**src/rtl/colour_conversion_pkg.sv**
```systemverilog
// Shared definitions for the YUV->RGB conversion controller: FSM states,
// plane base addresses and Smux2 row codes.
package colour_conversion_pkg;

  typedef enum logic [3:0] {
    IDLE, RD_Y, RD_U, RD_V, LD_V, R_E, R_O, G_E, G_O, B_E, B_O, NEXT, DONE
  } state_t;

  localparam logic [17:0] Y_BASE_DEF      = 18'd0;
  localparam logic [17:0] U_BASE_DEF      = 18'd38400;
  localparam logic [17:0] V_BASE_DEF      = 18'd76800;
  localparam logic [17:0] R_BASE_DEF      = 18'd115200;
  localparam logic [17:0] G_BASE_DEF      = 18'd153600;
  localparam logic [17:0] B_BASE_DEF      = 18'd192000;
  localparam logic [17:0] WORDS_PER_PLANE = 18'd38400;

  localparam logic [1:0] ROW_R = 2'd0;
  localparam logic [1:0] ROW_G = 2'd1;
  localparam logic [1:0] ROW_B = 2'd2;

endpackage

```
**src/rtl/colour_conversion_addr_gen.sv**
```systemverilog
// Maps the controller state and datapath word counter onto the memory port.
// mem_addr is held at zero whenever neither strobe is active.
module colour_conversion_addr_gen
  import colour_conversion_pkg::*;
#(
  parameter logic [17:0] Y_BASE = Y_BASE_DEF,
  parameter logic [17:0] U_BASE = U_BASE_DEF,
  parameter logic [17:0] V_BASE = V_BASE_DEF,
  parameter logic [17:0] R_BASE = R_BASE_DEF,
  parameter logic [17:0] G_BASE = G_BASE_DEF,
  parameter logic [17:0] B_BASE = B_BASE_DEF
) (
  input  state_t      state,
  input  logic [17:0] R_addr,
  output logic [17:0] mem_addr,
  output logic        mem_re,
  output logic        mem_we
);

  always_comb begin
    mem_addr = '0;
    mem_re   = 1'b0;
    mem_we   = 1'b0;
    case (state)
      RD_Y: begin mem_re = 1'b1; mem_addr = Y_BASE + R_addr; end
      RD_U: begin mem_re = 1'b1; mem_addr = U_BASE + R_addr; end
      RD_V: begin mem_re = 1'b1; mem_addr = V_BASE + R_addr; end
      R_O:  begin mem_we = 1'b1; mem_addr = R_BASE + R_addr; end
      G_O:  begin mem_we = 1'b1; mem_addr = G_BASE + R_addr; end
      B_O:  begin mem_we = 1'b1; mem_addr = B_BASE + R_addr; end
      default: ;
    endcase
  end

endmodule

```
**src/rtl/colour_conversion_controller.sv**
```systemverilog
// Sequences the colour conversion datapath over a planar YUV frame, 11 cycles
// per word. Optional cycle counter output enabled by COLOUR_CONV_PERF_EN.
module colour_conversion_controller
  import colour_conversion_pkg::*;
#(
  parameter logic [17:0] Y_BASE = Y_BASE_DEF,
  parameter logic [17:0] U_BASE = U_BASE_DEF,
  parameter logic [17:0] V_BASE = V_BASE_DEF,
  parameter logic [17:0] R_BASE = R_BASE_DEF,
  parameter logic [17:0] G_BASE = G_BASE_DEF,
  parameter logic [17:0] B_BASE = B_BASE_DEF
) (
  input  logic        clk,
  input  logic        rst,
  input  logic        start,
  input  logic [17:0] R_addr,
  input  logic        end_of_pixel,
  output logic [17:0] mem_addr,
  output logic        mem_re,
  output logic        mem_we,
  output logic        Yen_even,
  output logic        Yen_odd,
  output logic        Uen_even,
  output logic        Uen_odd,
  output logic        Ven_even,
  output logic        Ven_odd,
  output logic        Smux1,
  output logic [1:0]  Smux2,
  output logic        Temp_en,
  output logic        Cen,
  output logic        busy,
`ifdef COLOUR_CONV_PERF_EN
  output logic        done,
  output logic [19:0] cycle_count
`else
  output logic        done
`endif
);

  state_t state, next_state;
  logic   accept;

  always_ff @(posedge clk or posedge rst) begin
    if (rst) state <= IDLE;
    else     state <= next_state;
  end

  always_comb begin
    next_state = state;
    accept     = 1'b0;
    Yen_even   = 1'b0;
    Yen_odd    = 1'b0;
    Uen_even   = 1'b0;
    Uen_odd    = 1'b0;
    Ven_even   = 1'b0;
    Ven_odd    = 1'b0;
    Smux1      = 1'b0;
    Smux2      = ROW_R;
    Temp_en    = 1'b0;
    Cen        = 1'b0;
    busy       = 1'b0;
    done       = 1'b0;
    case (state)
      IDLE: begin
        if (start && !end_of_pixel) begin
          next_state = RD_Y;
          accept     = 1'b1;
          busy       = 1'b1;
        end else if (start) begin
          next_state = DONE;
        end
      end
      RD_Y: begin busy = 1'b1; next_state = RD_U; end
      RD_U: begin busy = 1'b1; Yen_even = 1'b1; Yen_odd = 1'b1; next_state = RD_V; end
      RD_V: begin busy = 1'b1; Uen_even = 1'b1; Uen_odd = 1'b1; next_state = LD_V; end
      LD_V: begin busy = 1'b1; Ven_even = 1'b1; Ven_odd = 1'b1; next_state = R_E; end
      R_E:  begin busy = 1'b1; Smux1 = 1'b1; Smux2 = ROW_R; Temp_en = 1'b1; next_state = R_O; end
      R_O:  begin busy = 1'b1; Smux2 = ROW_R; next_state = G_E; end
      G_E:  begin busy = 1'b1; Smux1 = 1'b1; Smux2 = ROW_G; Temp_en = 1'b1; next_state = G_O; end
      G_O:  begin busy = 1'b1; Smux2 = ROW_G; next_state = B_E; end
      B_E:  begin busy = 1'b1; Smux1 = 1'b1; Smux2 = ROW_B; Temp_en = 1'b1; next_state = B_O; end
      B_O:  begin busy = 1'b1; Smux2 = ROW_B; Cen = 1'b1; next_state = NEXT; end
      NEXT: begin
        busy       = 1'b1;
        next_state = end_of_pixel ? DONE : RD_Y;
      end
      DONE: begin done = 1'b1; next_state = IDLE; end
      default: next_state = IDLE;
    endcase
  end

  colour_conversion_addr_gen #(
    .Y_BASE(Y_BASE),
    .U_BASE(U_BASE),
    .V_BASE(V_BASE),
    .R_BASE(R_BASE),
    .G_BASE(G_BASE),
    .B_BASE(B_BASE)
  ) u_addr_gen (
    .state   (state),
    .R_addr  (R_addr),
    .mem_addr(mem_addr),
    .mem_re  (mem_re),
    .mem_we  (mem_we)
  );

`ifdef COLOUR_CONV_PERF_EN
  // The acceptance cycle already counts as busy, so the clear loads 1.
  always_ff @(posedge clk or posedge rst) begin
    if (rst)         cycle_count <= '0;
    else if (accept) cycle_count <= 20'd1;
    else if (busy)   cycle_count <= cycle_count + 20'd1;
  end
`endif

endmodule

```
**config.mk**
```make
export PLATFORM = sky130hd
export DESIGN_NAME = colour_conversion_controller
export DESIGN_NICKNAME = d
export VERILOG_FILES = /design/src/rtl/colour_conversion_pkg.sv /design/src/rtl/colour_conversion_addr_gen.sv /design/src/rtl/colour_conversion_controller.sv
export SDC_FILE = /design/constraint.sdc
export NUM_CORES = 1
export LEC_CHECK = 0
export ABC_CLOCK_PERIOD_IN_PS = 2200
export BUFFER_PORTS_ARGS = -buffer_cell sky130_fd_sc_hd__buf_2
export CORE_UTILIZATION = 44
export CTS_CLUSTER_SIZE = 40
export DETAILED_ROUTE_END_ITERATION = 8
export PLACE_DENSITY = 0.79
export SLEW_MARGIN = 20
export SYNTH_ARGS = -nofsm -noshare
export SYNTH_HDL_FRONTEND = slang
export SYNTH_HIERARCHICAL = 1
export SYNTH_SLANG_ARGS = --single-unit
```
**constraint.sdc**
```tcl
create_clock -name clk -period 2.2 [get_ports clk]
set_input_delay 0 -clock clk [delete_from_list [all_inputs] [get_ports clk]]
set_output_delay 0 -clock clk [all_outputs]
set_load 0.01 [all_outputs]
```
==> reports/summary.txt <==
Pins Over Slew Limit -> 0
post-route antenna net violation count -> 0
Hold Crit Start -> start
wire per inst -> 13.7 um
Hold Violations, Final -> 0
number of synthesized flops with an enable pin -> 0
clk sinks -> 4
largest net degree at the start of global routing -> 16
P_int -> 0.00106 W
net switching power -> 0.00116 W
layout cells sized above 1 -> 40.9%
synthesized area per cell -> 7.07 um^2
xor and xnor fraction of the mapped netlist area -> 7.31%
Leak -> 0.870 nW
vias post-DR -> 1593
drt first pass iters -> 4
port bufs -> 54
global-route wire length before repair -> 6.03 mm
Synth Area in Compound Gates -> 30.2%
HP Class -> input port to flip-flop
net count after synthesis -> 217
Setup TNS -> -552 ps
largest registers -> state x4
Antenna Cells -> 0
initial DRC count -> 67
Worst Clk Skew -> 12.6 ps
detailed-route DRC error count -> 0
unrepaired setup endpoints after global routing -> yes
setup ws final -> -173 ps
Max Cap Viol -> 0
clk_lat worst skew -> 250 ps
final wirelength -> 3.82 mm
Power Dens Cells -> 1260 nW/um^2
Data arrival, critical path -> 2370 ps
clock group share of total power -> 4.4%
Sequential Power Share -> 7.3%
relative slew slack -> 71.1%
warnings from Yosys -> 6
switching share of power -> 52.2%
CP endpoint kind -> primary output
Clock Root Buffer -> clkbuf_4
main combinational cell family by area after synthesis -> simple AND/OR/NAND/NOR gates
die area -> 3180 um^2
Max Clk Rate -> 421 MHz
Layout Cells excl Fill -> 278
crit path time final -> 2370 ps
worst-path cell chain -> buf_4 -> nor2_4 -> nand2_2 -> nor2_4 -> ha_1 -> or4_4 -> o211ai_2 -> xnor2_1 -> a211o_1 -> buf_2
number of unique standard cell types used by synthesis -> 48
cell total after placement -> 273
Num CTS Buffers -> 3
hpwl dp -> 2.88 mm
post-synthesis mux area share -> 1.54%
period utilization -> 108%
vias in the first global route -> 1370
Top reg by flops -> state
starting density of the core -> 46.8%
Logic pwr share -> 88.3%
clk buf depth -> 2
Post-synth top flop -> dfrtp_1
critical path type -> flip-flop to primary output
Gate Count Post-Synth -> 184
Worst Path Required -> 2200 ps
core area -> 2780 um^2
vias per cell -> 5.73
Yosys reg bits -> 4
Synth Cell Area -> 1300 um^2
Adder-Cell Fraction of Synth Area -> 11.2%
grt total ovfl -> 0
crit path from -> state[0]$_DFFE_PP0P_
# rows -> 19
worst hold slack -> 109 ps
ys async rst share -> 100%
Worst R2R Start -> state[0]$_DFFE_PP0P_
CTS tree -> built
io pins -> 55
initial antenna violation count -> 0
max reg flops -> 4
worst slew pin tran -> 434 ps
worst-path fanout max -> 2
Die W -> 56.4 um
Crit-path slowest cell -> or4_4
Final nets -> 282
H-tree depth -> 1
post-synthesis simple-gate area fraction -> 30.6%
Worst setup SP type -> flip-flop
pre-CTS WS -> -51.5 ps
all-layer global routing usage -> 23.8%
Worst VDD drop -> 836 uV
Routability Congestion -> 0.900
status -> complete, but fails checks
area grow syn2layout -> 35.6%
failing checks -> setup timing
max incr delay on CP -> 510 ps
final setup vio count -> 5
post-synthesis sequential area ratio -> 7.69%
Layout fillers -> 244
Reg clk slew, reported paths -> 50 ps
CP dominant cell by count -> nor2_4
die height -> 56.4 um
layout by cell type (no fill, tap or decap), types with 2 or more instances in the layout:
cell type  instances
buf_2             54
buf_4             18
nand2_1           16
inv_1             13
nor2_1            12
o21ai_0           10
nor2b_1           10
nor3_1             8
ha_1               8
a21oi_1            7
xnor2_1            6
o21ai_1            5
o21a_1             4
nor4_1             4
nor2_2             4
o22ai_1            4
clkbuf_4           3
nand2b_4           3
xor2_1             3
and3_1             3
a31oi_1            2
o221ai_1           2
nand2b_1           2
o22a_1             2
o32ai_1            2
dfrtp_1            2
dfrtp_2            2
nor2_4             2
a21o_1             2
a211oi_2           2
a221oi_1           2
a211o_1            2
o21bai_1           2
o211ai_1           2
mux2i_1            2
ha_4               2
Yosys cell counts (4+ instances only):
master / number / area (um^2)
nor3_1: 8 / 40.0
o22ai_1: 5 / 31.3
nand2_1: 17 / 63.8
a21oi_1: 7 / 35.0
xnor2_1: 6 / 52.6
o21ai_0: 14 / 70.1
nor2b_1: 10 / 62.6
nor4_1: 4 / 25.0
dfrtp_1: 4 / 100
a211oi_1: 4 / 30.0
inv_1: 14 / 52.6
ha_1: 10 / 125
o21a_1: 4 / 30.0
buf_4: 6 / 45.0
nor2_1: 15 / 56.3
area by class of cell:
class                      instances  area (um^2)  share of cell area [%]
inverter                          14         52.6                    2.98
tap                               31         38.8                    2.20
clock buffer                       3         22.5                    1.28
multi-input combinational        153         1130                    64.2
sequential                         4          103                    5.82
timing repair buffer              73          415                    23.5
what timing repair did:
| action | 4_1_cts | 5_1_grt |
|---|---|---|
| setup endpoints to repair | 6 | 6 |
| hold buffers | 1 | 0 |
| buffers inserted | 1 | 0 |
| gates resized for setup | 15 | 5 |
| pin swaps | 13 | 8 |
| endpoints found under the hold margin | 4 | 0 |
layer usage:
metal  global-route usage [%]  routed length [um]  vias up
met5                        0                   0        -
met4                     12.2                  90        0
met3                     3.00                 245       10
met2                     41.2                1820       81
met1                     28.8                1670      714
li1                         -                   -      788
final timing paths:
check                                       end  slack, ps  depth (start not counted)
hold / removal             state[3]$_DFFE_PP0P_        110                          3
setup reg to reg           state[2]$_DFFE_PP0P_        770                          5
max in group asynchronous  state[2]$_DFFE_PP0P_       1850                          3
setup / recovery                   mem_addr[17]       -170                         10
hold reg to reg            state[1]$_DFFE_PP0P_        730                          2
min in group asynchronous  state[0]$_DFFE_PP0P_        170                          3
kinds of logic (layout without fill, tap and decap cells):
group           Yosys count  count (layout)
fa+ha+maj                11              11
flops                     4               4
simple gates             73              73
compound gates           57              57
xor+xnor                 10              10
buf+inv                  27              90
mux                       2               2
worst max-delay path, delay by kind of cell (launching register included):
family                   cells  cell delay [ps]
AO/OA/AOI/OAI                2              340
AND/OR/NAND/NOR              4              780
flip-flops                   1              380
buffers and inverters        2              280
XOR/XNOR                     1               90
adder cells (fa/ha/maj)      1              240
stage by stage:
| stage | total power (W) | utilization [%] | area (um^2) |
|---|---|---|---|
| 2_1_floorplan | 0.00144 | - | 1320 |
| 3_3_place_gp | 0.00194 | 59.4 | 1650 |
| 3_5_place_dp | 0.00197 | 59.4 | 1650 |
| 5_1_grt | 0.00241 | 63.4 | 1760 |
| 4_1_cts | 0.00218 | 62.7 | 1740 |
| 6_report | 0.00222 | 63.4 | 1760 |
power by group through the flow:
stage                      Clock, W  Sequential [W]  Combinational, W
after floorplan                   0        0.000152           0.00129
after global placement            0        0.000152           0.00179
after detailed placement          0        0.000156           0.00182
after CTS                  0.000101        0.000160           0.00192
after global routing       0.000109        0.000168           0.00214
final                     0.0000975        0.000162           0.00196
Note: power is estimated with default switching activity, not from simulation.
